--- src/rtl/ks_sub64_seq_pkg.sv ---
// Shared arithmetic constants and FSM state type for the sequential 64-bit subtractor.
package ks_arith_pkg;

    localparam int unsigned WORD_W = 64;
    localparam int unsigned HALF_W = 32;

    typedef enum logic [1:0] {
        IDLE,
        LO,
        HI,
        DONE
    } state_t;

endpackage

--- src/rtl/ks_sub64_seq_if.sv ---
// Operand/result handshake bundle for ks_sub64_seq; slave is the subtractor side.
interface ks_sub64_seq_if;
    import ks_arith_pkg::*;

    logic              in_valid;
    logic              in_ready;
    logic [WORD_W-1:0] inp_a;
    logic [WORD_W-1:0] inp_b;
    logic              bin;
    logic              out_valid;
    logic              out_ready;
    logic [WORD_W-1:0] out_d;
    logic              out_borrow;
    logic              out_ovf;

    modport master (
        output in_valid, inp_a, inp_b, bin, out_ready,
        input  in_ready, out_valid, out_d, out_borrow, out_ovf
    );

    modport slave (
        input  in_valid, inp_a, inp_b, bin, out_ready,
        output in_ready, out_valid, out_d, out_borrow, out_ovf
    );

endinterface

--- src/rtl/ks_sub64_seq_add32.sv ---
// Combinational 32-bit Kogge-Stone adder; carry-in is folded into bit 0's generate.
module ks_add32
    import ks_arith_pkg::*;
(
    input  logic [HALF_W-1:0] a,
    input  logic [HALF_W-1:0] b,
    input  logic              cin,
    output logic [HALF_W-1:0] s,
    output logic              cout
);

    localparam int unsigned LEVELS = $clog2(HALF_W);

    logic [HALF_W-1:0] p0;
    logic [HALF_W-1:0] g;
    logic [HALF_W-1:0] p;

    assign p0 = a ^ b;

    // Bits below the current span already hold final prefixes, so shifting in zeros is harmless.
    always_comb begin
        g = (a & b) | {{(HALF_W-1){1'b0}}, p0[0] & cin};
        p = p0;
        for (int unsigned lvl = 0; lvl < LEVELS; lvl++) begin
            g = g | (p & (g << (1 << lvl)));
            p = p & (p << (1 << lvl));
        end
    end

    assign s    = p0 ^ {g[HALF_W-2:0], cin};
    assign cout = g[HALF_W-1];

endmodule

--- src/rtl/ks_sub64_seq.sv ---
// Sequential 64-bit subtractor (A - B - bin) using one 32-bit Kogge-Stone adder over two passes.
// Optional signed-overflow flag: define KS_SUB64_OVF_EN.
module ks_sub64_seq
    import ks_arith_pkg::*;
(
    input  logic           clk,
    input  logic           rst_n,
    ks_sub64_seq_if.slave  bus
);

    state_t            state;
    logic [WORD_W-1:0] a_q;
    logic [WORD_W-1:0] b_q;
    logic              bin_q;
    logic              c32_q;
    logic [WORD_W-1:0] d_q;
    logic              borrow_q;
    logic              in_ready_q;
    logic              out_valid_q;

    logic [HALF_W-1:0] add_a;
    logic [HALF_W-1:0] add_b;
    logic              add_cin;
    logic [HALF_W-1:0] add_s;
    logic              add_cout;

    // Subtraction as a + ~b + ~bin; the high pass chains the low pass carry.
    always_comb begin
        if (state == HI) begin
            add_a   = a_q[WORD_W-1:HALF_W];
            add_b   = ~b_q[WORD_W-1:HALF_W];
            add_cin = c32_q;
        end else begin
            add_a   = a_q[HALF_W-1:0];
            add_b   = ~b_q[HALF_W-1:0];
            add_cin = ~bin_q;
        end
    end

    ks_add32 u_add (
        .a    (add_a),
        .b    (add_b),
        .cin  (add_cin),
        .s    (add_s),
        .cout (add_cout)
    );

`ifdef KS_SUB64_OVF_EN
    logic ovf_q;
`endif

    always_ff @(posedge clk or negedge rst_n) begin
        if (!rst_n) begin
            state       <= IDLE;
            a_q         <= '0;
            b_q         <= '0;
            bin_q       <= 1'b0;
            c32_q       <= 1'b0;
            d_q         <= '0;
            borrow_q    <= 1'b0;
            in_ready_q  <= 1'b1;
            out_valid_q <= 1'b0;
`ifdef KS_SUB64_OVF_EN
            ovf_q       <= 1'b0;
`endif
        end else begin
            case (state)
                IDLE: begin
                    if (bus.in_valid) begin
                        a_q        <= bus.inp_a;
                        b_q        <= bus.inp_b;
                        bin_q      <= bus.bin;
                        in_ready_q <= 1'b0;
                        state      <= LO;
                    end
                end
                LO: begin
                    d_q[HALF_W-1:0] <= add_s;
                    c32_q           <= add_cout;
                    state           <= HI;
                end
                HI: begin
                    d_q[WORD_W-1:HALF_W] <= add_s;
                    borrow_q             <= ~add_cout;
`ifdef KS_SUB64_OVF_EN
                    ovf_q <= (a_q[WORD_W-1] != b_q[WORD_W-1]) &
                             (add_s[HALF_W-1] != a_q[WORD_W-1]);
`endif
                    out_valid_q <= 1'b1;
                    state       <= DONE;
                end
                DONE: begin
                    if (bus.out_ready) begin
                        out_valid_q <= 1'b0;
                        in_ready_q  <= 1'b1;
                        state       <= IDLE;
                    end
                end
                default: state <= IDLE;
            endcase
        end
    end

    assign bus.in_ready   = in_ready_q;
    assign bus.out_valid  = out_valid_q;
    assign bus.out_d      = d_q;
    assign bus.out_borrow = borrow_q;
`ifdef KS_SUB64_OVF_EN
    assign bus.out_ovf    = ovf_q;
`else
    assign bus.out_ovf    = 1'b0;
`endif

endmodule

--- src/flat_wrapper.sv ---
// flat-port wrapper written by rule: the top's interface ports become plain ports
module ks_sub64_seq_flat import ks_arith_pkg::*;
  (clk, rst_n, bus_in_valid, bus_inp_a, bus_inp_b, bus_bin, bus_out_ready, bus_in_ready, bus_out_valid, bus_out_d, bus_out_borrow, bus_out_ovf);
  ks_sub64_seq_if bus_i ();
  input  logic clk;
  input  logic rst_n;
  input wire logic [$bits(bus_i.in_valid)-1:0] bus_in_valid;
  input wire logic [$bits(bus_i.inp_a)-1:0] bus_inp_a;
  input wire logic [$bits(bus_i.inp_b)-1:0] bus_inp_b;
  input wire logic [$bits(bus_i.bin)-1:0] bus_bin;
  input wire logic [$bits(bus_i.out_ready)-1:0] bus_out_ready;
  output wire logic [$bits(bus_i.in_ready)-1:0] bus_in_ready;
  output wire logic [$bits(bus_i.out_valid)-1:0] bus_out_valid;
  output wire logic [$bits(bus_i.out_d)-1:0] bus_out_d;
  output wire logic [$bits(bus_i.out_borrow)-1:0] bus_out_borrow;
  output wire logic [$bits(bus_i.out_ovf)-1:0] bus_out_ovf;
  assign bus_i.in_valid = bus_in_valid;
  assign bus_i.inp_a = bus_inp_a;
  assign bus_i.inp_b = bus_inp_b;
  assign bus_i.bin = bus_bin;
  assign bus_i.out_ready = bus_out_ready;
  assign bus_in_ready = bus_i.in_ready;
  assign bus_out_valid = bus_i.out_valid;
  assign bus_out_d = bus_i.out_d;
  assign bus_out_borrow = bus_i.out_borrow;
  assign bus_out_ovf = bus_i.out_ovf;
  ks_sub64_seq u_core (.clk(clk), .rst_n(rst_n), .bus(bus_i));
endmodule
--- config.mk ---
export PLATFORM = sky130hd
export DESIGN_NAME = ks_sub64_seq_flat
export DESIGN_NICKNAME = d
export VERILOG_FILES = /design/src/rtl/ks_sub64_seq_pkg.sv /design/src/rtl/ks_sub64_seq_if.sv /design/src/rtl/ks_sub64_seq_add32.sv /design/src/rtl/ks_sub64_seq.sv /design/src/flat_wrapper.sv
export SDC_FILE = /design/constraint.sdc
export NUM_CORES = 1
export LEC_CHECK = 0
export BUFFER_PORTS_ARGS = -buffer_cell sky130_fd_sc_hd__buf_2
export CORE_UTILIZATION = 55
export DETAILED_ROUTE_END_ITERATION = 12
export HOLD_SLACK_MARGIN = 0.08
export PLACE_DENSITY_LB_ADDON = 0.2
export RECOVER_POWER = 50
export SLEW_MARGIN = 20
export SYNTH_ARGS = -nofsm -noshare
export SYNTH_HDL_FRONTEND = slang
export SYNTH_SLANG_ARGS = --single-unit
--- constraint.sdc ---
create_clock -name clk -period 9.55 [get_ports clk]
set_input_delay 1.91 -clock clk [delete_from_list [all_inputs] [get_ports clk]]
set_output_delay 1.91 -clock clk [all_outputs]
set_load 0.1 [all_outputs]
# == Yosys cells after proc, flatten, opt, wreduce, memory -nomap -nowiden ==
# Cells that the tools add are included.
# W data, S select, Z words.
# classes
muxes,11
reduce_logical,7
n_bitwise,23
n_eq_ne,5
# op_table
op,n
$and A32 B32 Y32,10
$or A32 B32 Y32,5
$mux W32,2
$not A32 Y32,2
$xor A32 B32 Y32,2
$or A32 B1 Y32,1
$pmux W2 S4,1
$reduce_and A2 Y1,3
$eq A2 B2 Y1 const B,2
$mux W1,4
$mux W2,2
$ne A2 B2 Y1 const B,2
$pmux W1 S2,2
$reduce_bool A2 Y1,2
$reduce_and A3 Y1,1
$eq A2 B1 Y1 const B,1
$logic_not A2 Y1,1
$not A1 Y1,2
$and A1 B1 Y1,1
# word_totals
inputBits,133
ff_bits,199
output_inout_bits,68

# == Depth between registers and ports, before layout ==
# logic_depth
word_depth,16
depth_mapped,17

# == Hierarchy ==
# Synthesis repeated with hierarchy kept, for this count alone.
# unflattened
hier_cells,737
hier_area_um2,10284.9
# modules_own_cells
mod,n_inst,seq_area_each_um2,cells_per_inst,area_per_inst_um2
ks_sub64_seq,1,4981.0,514,8665.8
ks_add32,1,0.0,223,1619.1

# == Least setup slack after synthesis ==
# Ideal clock, no wire load.
# synth_path
kind,register to register
startpoint,reg u_core.state[0]
endpoint,"reg u_core.d_q[26], in the netlist u_core.bus.out_d[26]"
setup_ns,0.125
path_buffers,2
arrival_time_ns,3.504
required_time_ns,9.425
path_stages_with_launch,16
period_less_slack_ns,3.629
path_slack_ns,5.921
cell_sequence,dfrtp_1 inv_1 ha_1 clkbuf_1 buf_1 mux2_2 fa_1 inv_1 fa_1 a211oi_1 o21ai_1 a21oi_2 nor4_4 a41oi_1 xnor2_1 mux2_2
# synth_via
elab_chain_cells,14
elab_cells_between_ends,24
# synth_rtl
element,line_no,rtl
"start, declared",ks_sub64_seq.sv:11,state_t state;
"start signal, assigned",ks_sub64_seq.sv:54,state <= IDLE;
"start signal, assigned",ks_sub64_seq.sv:74,state <= LO;
"start signal, assigned",ks_sub64_seq.sv:80,state <= HI;
$eq A2 B2 Y1,ks_sub64_seq.sv:29,if (state == HI) begin
$mux W32,ks_sub64_seq.sv:29,
$and A32 B32 Y32 or $xor A32 B32 Y32 (tied branches),"ks_sub64_seq_add32.sv:22, ks_sub64_seq_add32.sv:18",
$or A32 B1 Y32 or $and A1 B1 Y1 (tied branches),ks_sub64_seq_add32.sv:22,"g = (a & b) | {{(HALF_W-1){1'b0}}, p0[0] & cin};"
$and A32 B32 Y32 or $or A32 B1 Y32 (tied branches),"ks_sub64_seq_add32.sv:25, ks_sub64_seq_add32.sv:22",
$or A32 B32 Y32 or $and A32 B32 Y32 (tied branches),ks_sub64_seq_add32.sv:25,g = g | (p & (g << (1 << lvl)));
$and A32 B32 Y32 or $or A32 B32 Y32 (tied branches),ks_sub64_seq_add32.sv:25,
$or A32 B32 Y32,ks_sub64_seq_add32.sv:25,
$and A32 B32 Y32 or $or A32 B32 Y32 (tied branches),ks_sub64_seq_add32.sv:25,
$or A32 B32 Y32 or $and A32 B32 Y32 (tied branches),ks_sub64_seq_add32.sv:25,
$and A32 B32 Y32 or $or A32 B32 Y32 (tied branches),ks_sub64_seq_add32.sv:25,
$or A32 B32 Y32 or $and A32 B32 Y32 (tied branches),ks_sub64_seq_add32.sv:25,
$or A32 B32 Y32,ks_sub64_seq_add32.sv:25,
$xor A32 B32 Y32,ks_sub64_seq_add32.sv:30,"assign s = p0 ^ {g[HALF_W-2:0], cin};"
"end signal, assigned by index",ks_sub64_seq.sv:78,d_q[HALF_W-1:0] <= add_s;
"end signal, assigned by index",ks_sub64_seq.sv:83,d_q[WORD_W-1:HALF_W] <= add_s;
"end, declared",ks_sub64_seq.sv:16,logic [WORD_W-1:0] d_q;
# Several ways; a longest one is shown, not always the timed one.
# A chain may end at the register's enable or synchronous reset.

# == Final worst setup path ==
# layout_path
startpoint,reg u_core.state[0]
endpoint,"reg u_core.d_q[62], in the netlist u_core.bus.out_d[62]"
# layout_via
elab_chain_cells,15
elab_cells_between_ends,23
# layout_rtl
element,line_no,rtl
$eq A2 B2 Y1 (*),"ks_sub64_seq.sv:29, ks_sub64_seq.sv:67",
$mux W32,ks_sub64_seq.sv:29,
$xor A32 B32 Y32,ks_sub64_seq_add32.sv:18,assign p0 = a ^ b;
$and A1 B1 Y1,ks_sub64_seq_add32.sv:22,
$or A32 B1 Y32,ks_sub64_seq_add32.sv:22,
$and A32 B32 Y32,ks_sub64_seq_add32.sv:25,
$or A32 B32 Y32 (2 in series),ks_sub64_seq_add32.sv:25,
$and A32 B32 Y32,ks_sub64_seq_add32.sv:25,
$or A32 B32 Y32,ks_sub64_seq_add32.sv:25,
$and A32 B32 Y32,ks_sub64_seq_add32.sv:25,
$or A32 B32 Y32,ks_sub64_seq_add32.sv:25,
$and A32 B32 Y32,ks_sub64_seq_add32.sv:25,
$or A32 B32 Y32,ks_sub64_seq_add32.sv:25,
$xor A32 B32 Y32,ks_sub64_seq_add32.sv:30,
# Every way passes the cells marked *; elsewhere a longest branch is shown, timed or not.

==> metrics.md <==
| Metric | Value |
|---|---|
| Placer congestion estimate | `0.904` |
| Die W | `137 microns` |
| Initial drt markers | `413` |
| Cts hold-fix bufs | `0` |
| CTS clk-pin slew, worst paths | `70 ps` |
| Maximum clock rate | `154 MHz` |
| TritonCTS clock tree | `done` |
| DRC viols | `0` |
| DRT Wirelength | `23000 microns` |
| Crit. End Element | `flip-flop` |
| Max-cap violations | `2` |
| Clock root buffer | `clkbuf_16` |
| Die area | `0.0189 sq mm` |
| Dpl hpwl | `16600 microns` |
| Unique masters post-synth | `56` |
| CP Cell Sequence | `inv_1, ha_2, clkbuf_1, inv_2, o21ai_0, fa_1, inv_1, fa_1, a211oi_1, o21ai_1, a21oi_2, nor4_4, o221ai_1, a21oi_1, o31ai_1` |
| Initial Util | `0.561` |
| Syn_nets | `996` |
| Max Clock Skew | `14.9 ps` |
| Most common cell after layout, fill and taps aside | `mux2_2` |
| Final Hold Vio Count | `0` |
| Post-CTS Resized | `0` |
| Routed Antenna Nets | `0` |
| Setup tns final | `0 ps` |
| First-pass GRT wire length | `35300 microns` |
| Avg Vias per Cell | `5.72` |
| Clk buf depth | `2` |
| TritonCTS Buffers | `17` |
| Post-synthesis sequential area ratio | `0.495` |
| Row cnt | `49` |
| Family with the most delay on the worst path | `buffers and inverters` |
| Worst path slowest cell | `clkbuf_1` |
| Worst-Margin Slew | `3160 ps` |
| Fin crit period | `6490 ps` |
| Cell Area, Synth | `0.0101 sq mm` |
| Drt wl/cell | `18.5 microns` |
| 1st-pass router iterations | `5` |
| Register area | `0.00498 sq mm` |
| Final setup fails | `0` |
| Area Growth Syn to Fin | `16.3%` |
| Postcts setup bufs | `0` |
| CP Max Fanout | `54` |
| Antenna cells | `0` |
| FF+latch count, synth | `199` |
| Status | `finished with violations` |
| GR Overflow Total | `0` |
| I/O pin cnt | `201` |
| Critical Path Max Stage Delay | `2210 ps` |
| Tcrit/Tclk final | `0.680` |
| Vias | `7111` |
| Fillers | `1463` |
| Req. time, crit path | `9890 ps` |
| Dominant synthesized flop cell | `dfrtp_1` |
| Mapped Avg Cell Area | `12.2 sq um` |
| Vias in the first global route | `6858` |
| Async SR Flop Fraction | `1.00` |
| H-tree level count | `4` |
| Hold Crit Class | `flip-flop to flip-flop` |
| Final Cell Area | `0.0117 sq mm` |
| Nets@finish | `1172` |
| Core Area | `0.0180 sq mm` |
| Placed inst area | `0.0112 sq mm` |
| Most frequent cells in the layout | `mux2_2, dfrtp_1, buf_2, clkbuf_1, a21oi_1` |
| CP startpoint kind | `flip-flop` |
| RSZ-0062 raised after global routing | `no` |
| Arrival time worst endpoint | `6830 ps` |
| Max_slew headroom | `-1.11` |
| EDFF count, synth | `0` |
| Mapped Cells | `825` |
| Clk_lat worst skew | `440 ps` |
| Overall routing resource usage | `0.247` |
| Synth warn | `0` |
| Failing checks | `capacitance limit, slew limit` |
| Port bufs | `199` |
| Clk sinks | `199` |
| Proportion of layout cells with a drive suffix above 1 | `0.378` |
| Final-report max-slew violation count | `97` |
| Die height | `137 microns` |
| Initial antenna violation count | `0` |
| Pin count of the biggest net entering global routing | `122` |
| Crit path buf inv count | `4` |
| CP Class | `flip-flop to flip-flop` |
| Area of the multi-input gates | `0.00486 sq mm` |
## through the flow
stage | util | hold slack [ps] | cells | worst slack, ps
after floorplan | - | 474 | 825 | 5920
after global placement | 0.625 | 462 | 1211 | 5280
after detailed placement | 0.625 | 478 | 1211 | 5160
after CTS | 0.657 | 495 | 1243 | 5160
after global routing | 0.652 | 513 | 1243 | 2400
final | 0.652 | 501 | 1243 | 3060
## worst min-delay path, cell delays in order (launching register included)
cell and delay, ps:
dfrtp_1 360, nand2_1 50, o21ai_0 60
## cells by family after synthesis
logic type / count (synthesis) / synth area share
AO/OA/AOI/OAI: 145 / 0.0935
XOR/XNOR: 24 / 0.0209
adder cells (fa/ha/maj): 38 / 0.0487
buffers and inverters: 61 / 0.0235
flip-flops: 199 / 0.495
multiplexers: 239 / 0.263
other: 1 / 0.000372
AND/OR/NAND/NOR: 118 / 0.0558
## per-layer routing
layer / vias to the layer above / part of all wire / track usage
met3: 22 / 0.059 / 0.0504
li1: 3341 / - / -
met4: 0 / 0.011 / 0.0696
met2: 243 / 0.44 / 0.357
met1: 3505 / 0.49 / 0.374
met5: - / 0 / 0
## cell usage after synthesis (13+ instances only)
cell type / number / share of area
a21oi_1: 52 / 0.026
clkbuf_1: 38 / 0.014
dfrtp_1: 198 / 0.49
ha_1: 36 / 0.045
inv_1: 13 / 0.0048
mux2_2: 203 / 0.23
mux2i_1: 36 / 0.036
nand2_1: 39 / 0.015
nand4_1: 13 / 0.0081
nor2_1: 31 / 0.012
o21a_1: 13 / 0.0097
o21ai_0: 21 / 0.010
xnor2_1: 16 / 0.014
## final timing paths
kind                       cells after the start                  from  slack (ps)                    to
setup / recovery                              15       u_core.state[0]        3060  u_core.bus.out_d[62]
hold / removal                                 2  u_core.bus.out_d[32]         500  u_core.bus.out_d[32]
max in group asynchronous                      2                 rst_n        6390        u_core.b_q[39]
min in group asynchronous                      1                 rst_n        1600        u_core.a_q[61]
setup reg to reg                              15       u_core.state[0]        3060  u_core.bus.out_d[62]
hold reg to reg                                2  u_core.bus.out_d[32]         500  u_core.bus.out_d[32]
## sequential cells by signal, summed over array words and instances (netlist names)
register	cells
u_core.bus.in_ready	1
u_core.bus.out_borrow	1
u_core.b_q	64
u_core.state	2
u_core.c32_q	1
u_core.bus.out_d	64
u_core.bin_q	1
u_core.bus.out_valid	1
u_core.a_q	64
## final cells by class
cell class                 instances  area share
inverter                          14     0.00449
sequential                       199       0.425
tap                              229      0.0245
timing repair buffer             204      0.0814
multi-input combinational        565       0.415
clock buffer                      18      0.0375
clock inverter                    14      0.0119
Power is left out: the tool's default activity adds up to more than one toggle a clock period on the data nets, which glitch-free logic cannot reach.
